[src/rtl/frame_mon_pkg.sv]
// Shared types and constants for the DVP frame monitor.
// The FPS window logic is built only when FRAME_MON_FPS_EN is defined.
package frame_mon_pkg;

  typedef enum logic [1:0] {
    LED_OFF    = 2'd0,
    LED_SEARCH = 2'd1,
    LED_LOCKED = 2'd2
  } led_state_e;

  localparam int FPS_W = 8;
  localparam logic [FPS_W-1:0] FPS_MAX = 8'd255;

  function automatic logic [FPS_W-1:0] sat_inc(input logic [FPS_W-1:0] v);
    return (v == FPS_MAX) ? v : v + 1'b1;
  endfunction

endpackage

[src/rtl/frame_mon_chan.sv]
// One vsync channel: synchroniser, edge detect, frame counter, watchdog, LED FSM.
// The per-channel FPS edge counter exists only when FRAME_MON_FPS_EN is defined.
module frame_mon_chan
  import frame_mon_pkg::*;
#(
  parameter int FRAMES_PER_TOGGLE = 60,
  parameter int LOST_TIMEOUT      = 2000000
) (
  input  logic             clk,
  input  logic             rst_n,
  input  logic             ready,
  input  logic             vsync,
  input  logic             blink,
`ifdef FRAME_MON_FPS_EN
  input  logic             win_last,
  output logic [FPS_W-1:0] fps,
`endif
  output logic             frame_tick,
  output logic             heartbeat,
  output logic             lost,
  output logic             led
);

  localparam int FCW = $clog2(FRAMES_PER_TOGGLE);
  localparam int WDW = $clog2(LOST_TIMEOUT + 1);
  localparam logic [FCW-1:0] FC_LAST = FCW'(FRAMES_PER_TOGGLE - 1);
  localparam logic [WDW-1:0] WD_MAX  = WDW'(LOST_TIMEOUT);
  localparam logic [WDW-1:0] WD_PRE  = WDW'(LOST_TIMEOUT - 1);

  logic           sync0, sync1, prev;
  logic           edge_det;
  logic [FCW-1:0] frame_cnt;
  logic [WDW-1:0] timer;
  led_state_e     state;

  assign edge_det = sync1 & ~prev;

  always_ff @(posedge clk) begin
    if (!rst_n) begin
      sync0      <= 1'b0;
      sync1      <= 1'b0;
      prev       <= 1'b0;
      frame_tick <= 1'b0;
    end else begin
      sync0      <= vsync;
      sync1      <= sync0;
      prev       <= sync1;
      frame_tick <= edge_det;
    end
  end

  // Counter holds between edges; it only advances on a detected frame.
  always_ff @(posedge clk) begin
    if (!rst_n) begin
      frame_cnt <= '0;
      heartbeat <= 1'b0;
    end else if (edge_det) begin
      if (frame_cnt == FC_LAST) begin
        frame_cnt <= '0;
        heartbeat <= ~heartbeat;
      end else begin
        frame_cnt <= frame_cnt + 1'b1;
      end
    end
  end

  // lost is registered alongside the timer so it rises the cycle timer saturates.
  always_ff @(posedge clk) begin
    if (!rst_n) begin
      timer <= WD_MAX;
      lost  <= 1'b1;
    end else if (edge_det) begin
      timer <= '0;
      lost  <= 1'b0;
    end else if (timer != WD_MAX) begin
      timer <= timer + 1'b1;
      lost  <= (timer == WD_PRE);
    end
  end

  // led is registered from the next-state decision, so it follows state changes immediately.
  always_ff @(posedge clk) begin
    if (!rst_n) begin
      state <= LED_OFF;
      led   <= 1'b0;
    end else if (!ready) begin
      state <= LED_OFF;
      led   <= 1'b0;
    end else begin
      case (state)
        LED_OFF: begin
          state <= LED_SEARCH;
          led   <= blink;
        end
        LED_SEARCH: begin
          if (!lost) begin
            state <= LED_LOCKED;
            led   <= heartbeat;
          end else begin
            led   <= blink;
          end
        end
        LED_LOCKED: begin
          if (lost) begin
            state <= LED_SEARCH;
            led   <= blink;
          end else begin
            led   <= heartbeat;
          end
        end
        default: begin
          state <= LED_OFF;
          led   <= 1'b0;
        end
      endcase
    end
  end

`ifdef FRAME_MON_FPS_EN
  logic [FPS_W-1:0] edge_cnt;

  // An edge landing on the last window cycle is included in the published count.
  always_ff @(posedge clk) begin
    if (!rst_n) begin
      edge_cnt <= '0;
      fps      <= '0;
    end else if (win_last) begin
      fps      <= edge_det ? sat_inc(edge_cnt) : edge_cnt;
      edge_cnt <= '0;
    end else if (edge_det) begin
      edge_cnt <= sat_inc(edge_cnt);
    end
  end
`endif

endmodule

[src/rtl/dvp_frame_monitor.sv]
// Multi-channel vsync health monitor driving status LEDs; shared prescaler lives here.
// Define FRAME_MON_FPS_EN to build the FPS measurement window; otherwise fps/fps_valid are 0.
module dvp_frame_monitor
  import frame_mon_pkg::*;
#(
  parameter int N_CH              = 2,
  parameter int FRAMES_PER_TOGGLE = 60,
  parameter int LOST_TIMEOUT      = 2000000,
  parameter int BLINK_DIV         = 22,
  parameter int WINDOW_CYCLES     = 27000000
) (
  input  logic                  clk,
  input  logic                  rst_n,
  input  logic                  ready,
  input  logic [N_CH-1:0]       vsync,
  output logic [N_CH-1:0]       frame_tick,
  output logic [N_CH-1:0]       heartbeat,
  output logic [N_CH-1:0]       lost,
  output logic [N_CH-1:0]       led,
  output logic [N_CH*FPS_W-1:0] fps,
  output logic                  fps_valid
);

  logic [BLINK_DIV:0] presc;

  always_ff @(posedge clk) begin
    if (!rst_n) presc <= '0;
    else        presc <= presc + 1'b1;
  end

`ifdef FRAME_MON_FPS_EN
  localparam int WCW = (WINDOW_CYCLES > 1) ? $clog2(WINDOW_CYCLES) : 1;
  localparam logic [WCW-1:0] W_LAST = WCW'(WINDOW_CYCLES - 1);

  logic [WCW-1:0] wcnt;
  logic           win_last;

  assign win_last = (wcnt == W_LAST);

  always_ff @(posedge clk) begin
    if (!rst_n) begin
      wcnt      <= '0;
      fps_valid <= 1'b0;
    end else begin
      wcnt      <= win_last ? '0 : wcnt + 1'b1;
      fps_valid <= win_last;
    end
  end
`else
  assign fps       = '0;
  assign fps_valid = 1'b0;
`endif

  for (genvar i = 0; i < N_CH; i++) begin : g_ch
    frame_mon_chan #(
      .FRAMES_PER_TOGGLE (FRAMES_PER_TOGGLE),
      .LOST_TIMEOUT      (LOST_TIMEOUT)
    ) u_chan (
      .clk        (clk),
      .rst_n      (rst_n),
      .ready      (ready),
      .vsync      (vsync[i]),
      .blink      (presc[BLINK_DIV]),
`ifdef FRAME_MON_FPS_EN
      .win_last   (win_last),
      .fps        (fps[i*FPS_W +: FPS_W]),
`endif
      .frame_tick (frame_tick[i]),
      .heartbeat  (heartbeat[i]),
      .lost       (lost[i]),
      .led        (led[i])
    );
  end

endmodule
[config.mk]
export PLATFORM = sky130hd
export DESIGN_NAME = dvp_frame_monitor
export DESIGN_NICKNAME = d
export VERILOG_FILES = /design/src/rtl/frame_mon_pkg.sv /design/src/rtl/frame_mon_chan.sv /design/src/rtl/dvp_frame_monitor.sv
export SDC_FILE = /design/constraint.sdc
export NUM_CORES = 1
export LEC_CHECK = 0
export ABC_AREA = 1
export CORE_AREA = 5 5 103 115
export DETAILED_ROUTE_END_ITERATION = 7
export DIE_AREA = 0 0 108 120
export DONT_BUFFER_PORTS = 1
export RECOVER_POWER = 50
export SLEW_MARGIN = 20
export SYNTH_ARGS = -nofsm -noshare
export SYNTH_HDL_FRONTEND = slang
export SYNTH_SLANG_ARGS = --single-unit
export TNS_END_PERCENT = 1
[constraint.sdc]
create_clock -name clk -period 2.3 [get_ports clk]
set_input_delay 0.46 -clock clk [delete_from_list [all_inputs] [get_ports clk]]
set_output_delay 0.46 -clock clk [all_outputs]
set_load 0.005 [all_outputs]
==> flow_summary.json <==
{
  "outcome": "complete, no violations",
  "clock_sinks": 95,
  "netlist_area_mm2": 0.005046,
  "drt-vias-per-instance": 4.836,
  "power_mw": 3.533,
  "hold_buffers": 0,
  "gr-total-overflow": 0,
  "die_h_um": 120,
  "cp-start-kind": "register",
  "path_class": "reg -> reg",
  "fin_crit_ps": 1644,
  "critPathCaptureType": "register",
  "io_buffer_count": 0,
  "synth-simple-area-share": 0.3536,
  "syn2layout_area_growth_pct": 4.810,
  "ys_types": 39,
  "clk_latency_ps": 340,
  "wl_um": 9632,
  "core_mm2": 0.01061,
  "cts_tree": "done",
  "die_w_um": 108,
  "grt_pass1_vias": 3865,
  "ctsResizeCount": 0,
  "ant_nets": 0,
  "worstPathArrival_ps": 1860,
  "rows": 40,
  "p_leak_nw": 2.256,
  "cpPeakStageDelay_ps": 370,
  "io-pin-count": 30,
  "routabilityCongestion": 0.8006,
  "antenna_found_initial": 0,
  "final_nets": 728,
  "yosysTopAreaCellShare": 0.3769,
  "synth_top_cell_by_area": "dfxtp_1",
  "report.final.slew_viol_count": 0,
  "yosysSeqAreaShare": 0.3769,
  "cts_buffers": 9,
  "fin_crit_sh": 0.7149,
  "pwr-share-seq": 0.502,
  "gr-usage-all-layers": 0.1573,
  "max_freq_ghz": 0.6082,
  "synth_area_leaders": "dfxtp_1 38%, nand2_1 11%, nor2_1 7.7%",
  "synth_top_family_by_area": "simple AND/OR/NAND/NOR gates",
  "post_cts_buffers": 0,
  "initial_utilization": 0.4756,
  "cts-root-buf": "clkbuf_16",
  "drtIter0Drc": 148,
  "clkPwrFrac": 0.415,
  "slowest_stage": "dfxtp_1",
  "grt_use_met3": 0.02582,
  "drive_gt1_frac": 0.06452,
  "avgRoutedWirePerCell_um": 11.20,
  "crit_fanout": 6,
  "dpl.hpwl_um": 7237,
  "die-area_mm2": 0.01296,
  "path_cells": "ha_1 > inv_1 > nor2_1 > nand2_4 > nor2_8 > nand2_1 > nand2_1 > nand2_1 > nor2_1 > nor2_1",
  "peakVddDrop_mv": 0.3883,
  "drcViolationCount": 0,
  "holdCritPathClass": "in -> reg",
  "ys.warnings.count": 0,
  "fin_setup_tns_ps": 0,
  "htree_levels": 3,
  "power.switching_mw": 0.8548,
  "gr-usage-met1": 0.2015,
  "fillers": 1094,
  "top_usage_layer": "met2",
  "switching_share": 0.2420,
  "grt_max_degree": 34,
  "synth_xor_xnor_area_share": 0.02430,
  "tightest_slew_ps": 654.5,
  "power.internal_mw": 2.678,
  "synthTopCellsByCount": "151 x nand2_1, 103 x nor2_1, 95 x dfxtp_1",
  "finalSetupViolations": 0,
  "met2_usage": 0.2621,
  "drv_cap": 0,
  "fin_skew_ps": 5.696,
  "path_clk_slew_ps": 60,
  "hold_viol_final": 0,
  "vias": 4159,
  "synth-seq-cells": 95,
  "n_antenna_cell": 0,
  "synth_async_sr_flop_share": 0,
  "grt_pass1_wl_um": 16790,
  "clockBufferDepth": 2,
  "required_ps": 2520,
  "first_pass_iters": 4,
  "ys.flop_type": "dfxtp_1",
  "holdWs_ps": 190.7,
  "synth_most_common_cell": "nand2_1",
  "syn_inst": 713,
  "synthMuxAreaShare": 0,
  "synth_compound_area_frac": 0.09125,
  "rsz0062_at_grt": "no",
  "synth-edff-count": 0,
  "p_per_area_mw_per_mm2": 667.9,
  "pwr-share-comb": 0.083,
  "synthAdderAreaFrac": 0.03719,
  "syn_avg_cell_area_um2": 7.077,
  "slew_headroom": 0.5632
}
-- metal layers --
layer	vias to the layer above	part of all wire
met1	1877	0.48
met4	0	0.021
met5	-	0
met3	15	0.033
met2	60	0.47
li1	2207	-
-- final cells by class --
| class | instances | area [um2] | share of cell area |
|---|---|---|---|
| flip-flops and latches | 95 | 1902 | 0.3596 |
| clock buffers | 12 | 246.5 | 0.04661 |
| clock inverters | 4 | 45.04 | 0.008517 |
| multi-input cells | 506 | 2551 | 0.4824 |
| well taps | 147 | 183.9 | 0.03478 |
| inverters | 96 | 360.3 | 0.06813 |
-- layout by cell type (no fill, tap or decap), types with 15 or more instances in the layout --
cell and count:
a21oi_1 44, conb_1 17, dfxtp_1 95, ha_1 15, inv_1 94, nand2_1 154
nand3_1 44, nand4_1 17, nor2_1 111, o21ai_0 24
-- sequential cells by signal, summed over array words and instances, names as in the netlist --
name,cells
g_ch.u_chan.led,2
g_ch.u_chan.prev,2
g_ch.u_chan.state,4
g_ch.u_chan.lost,2
presc,23
g_ch.u_chan.sync1,2
g_ch.u_chan.sync0,2
g_ch.u_chan.heartbeat,2
g_ch.u_chan.timer,42
g_ch.u_chan.frame_cnt,12
g_ch.u_chan.frame_tick,2
-- worst max-delay path: cells and delay by family, from the launching register on --
kind | cells | cell delay, ps
fa+ha+maj | 1 | 180
buf+inv | 1 | 50
flops | 1 | 370
simple gates | 8 | 900
-- power by group through the flow --
stage                     Combinational, mW  Clock, mW  Sequential [mW]
after floorplan                       0.289          0             1.79
after global placement                0.296          0             1.81
after detailed placement              0.303          0             1.81
after CTS                             0.305       1.52             1.77
after global routing                  0.348       1.58             1.78
final                                 0.294       1.47             1.77
-- cell families (layout without fill, tap and decap cells) --
| logic type | Yosys count | in the layout |
|---|---|---|
| flip-flops | 95 | 95 |
| XOR/XNOR | 14 | 14 |
| AND/OR/NAND/NOR | 374 | 374 |
| other | 1 | 17 |
| buffers and inverters | 128 | 112 |
| adder cells (fa/ha/maj) | 15 | 15 |
| AO/OA/AOI/OAI | 86 | 86 |
-- path summary, 6_finish.rpt --
path,end,slack [ps],cells past startpoint,from
setup / recovery,g_ch[0].u_chan.timer[20],660,10,g_ch[0].u_chan.timer[0]
hold / removal,g_ch[1].u_chan.lost,190,1,rst_n
setup reg to reg,g_ch[0].u_chan.timer[20],660,10,g_ch[0].u_chan.timer[0]
hold reg to reg,g_ch[0].u_chan.sync1,420,2,g_ch[0].u_chan.sync0
-- per-stage QoR --
step                      cells  utilization  worst slack, ps  instance area, um2
after floorplan             729            -            989.0                5106
after global placement      844       0.4774            848.4                5065
after detailed placement    844       0.4774            800.5                5065
after CTS                   860       0.5048            783.6                5356
after global routing        860       0.4985            479.5                5289
final                       860       0.4985            655.7                5289
(Power assumes the default switching activity.)
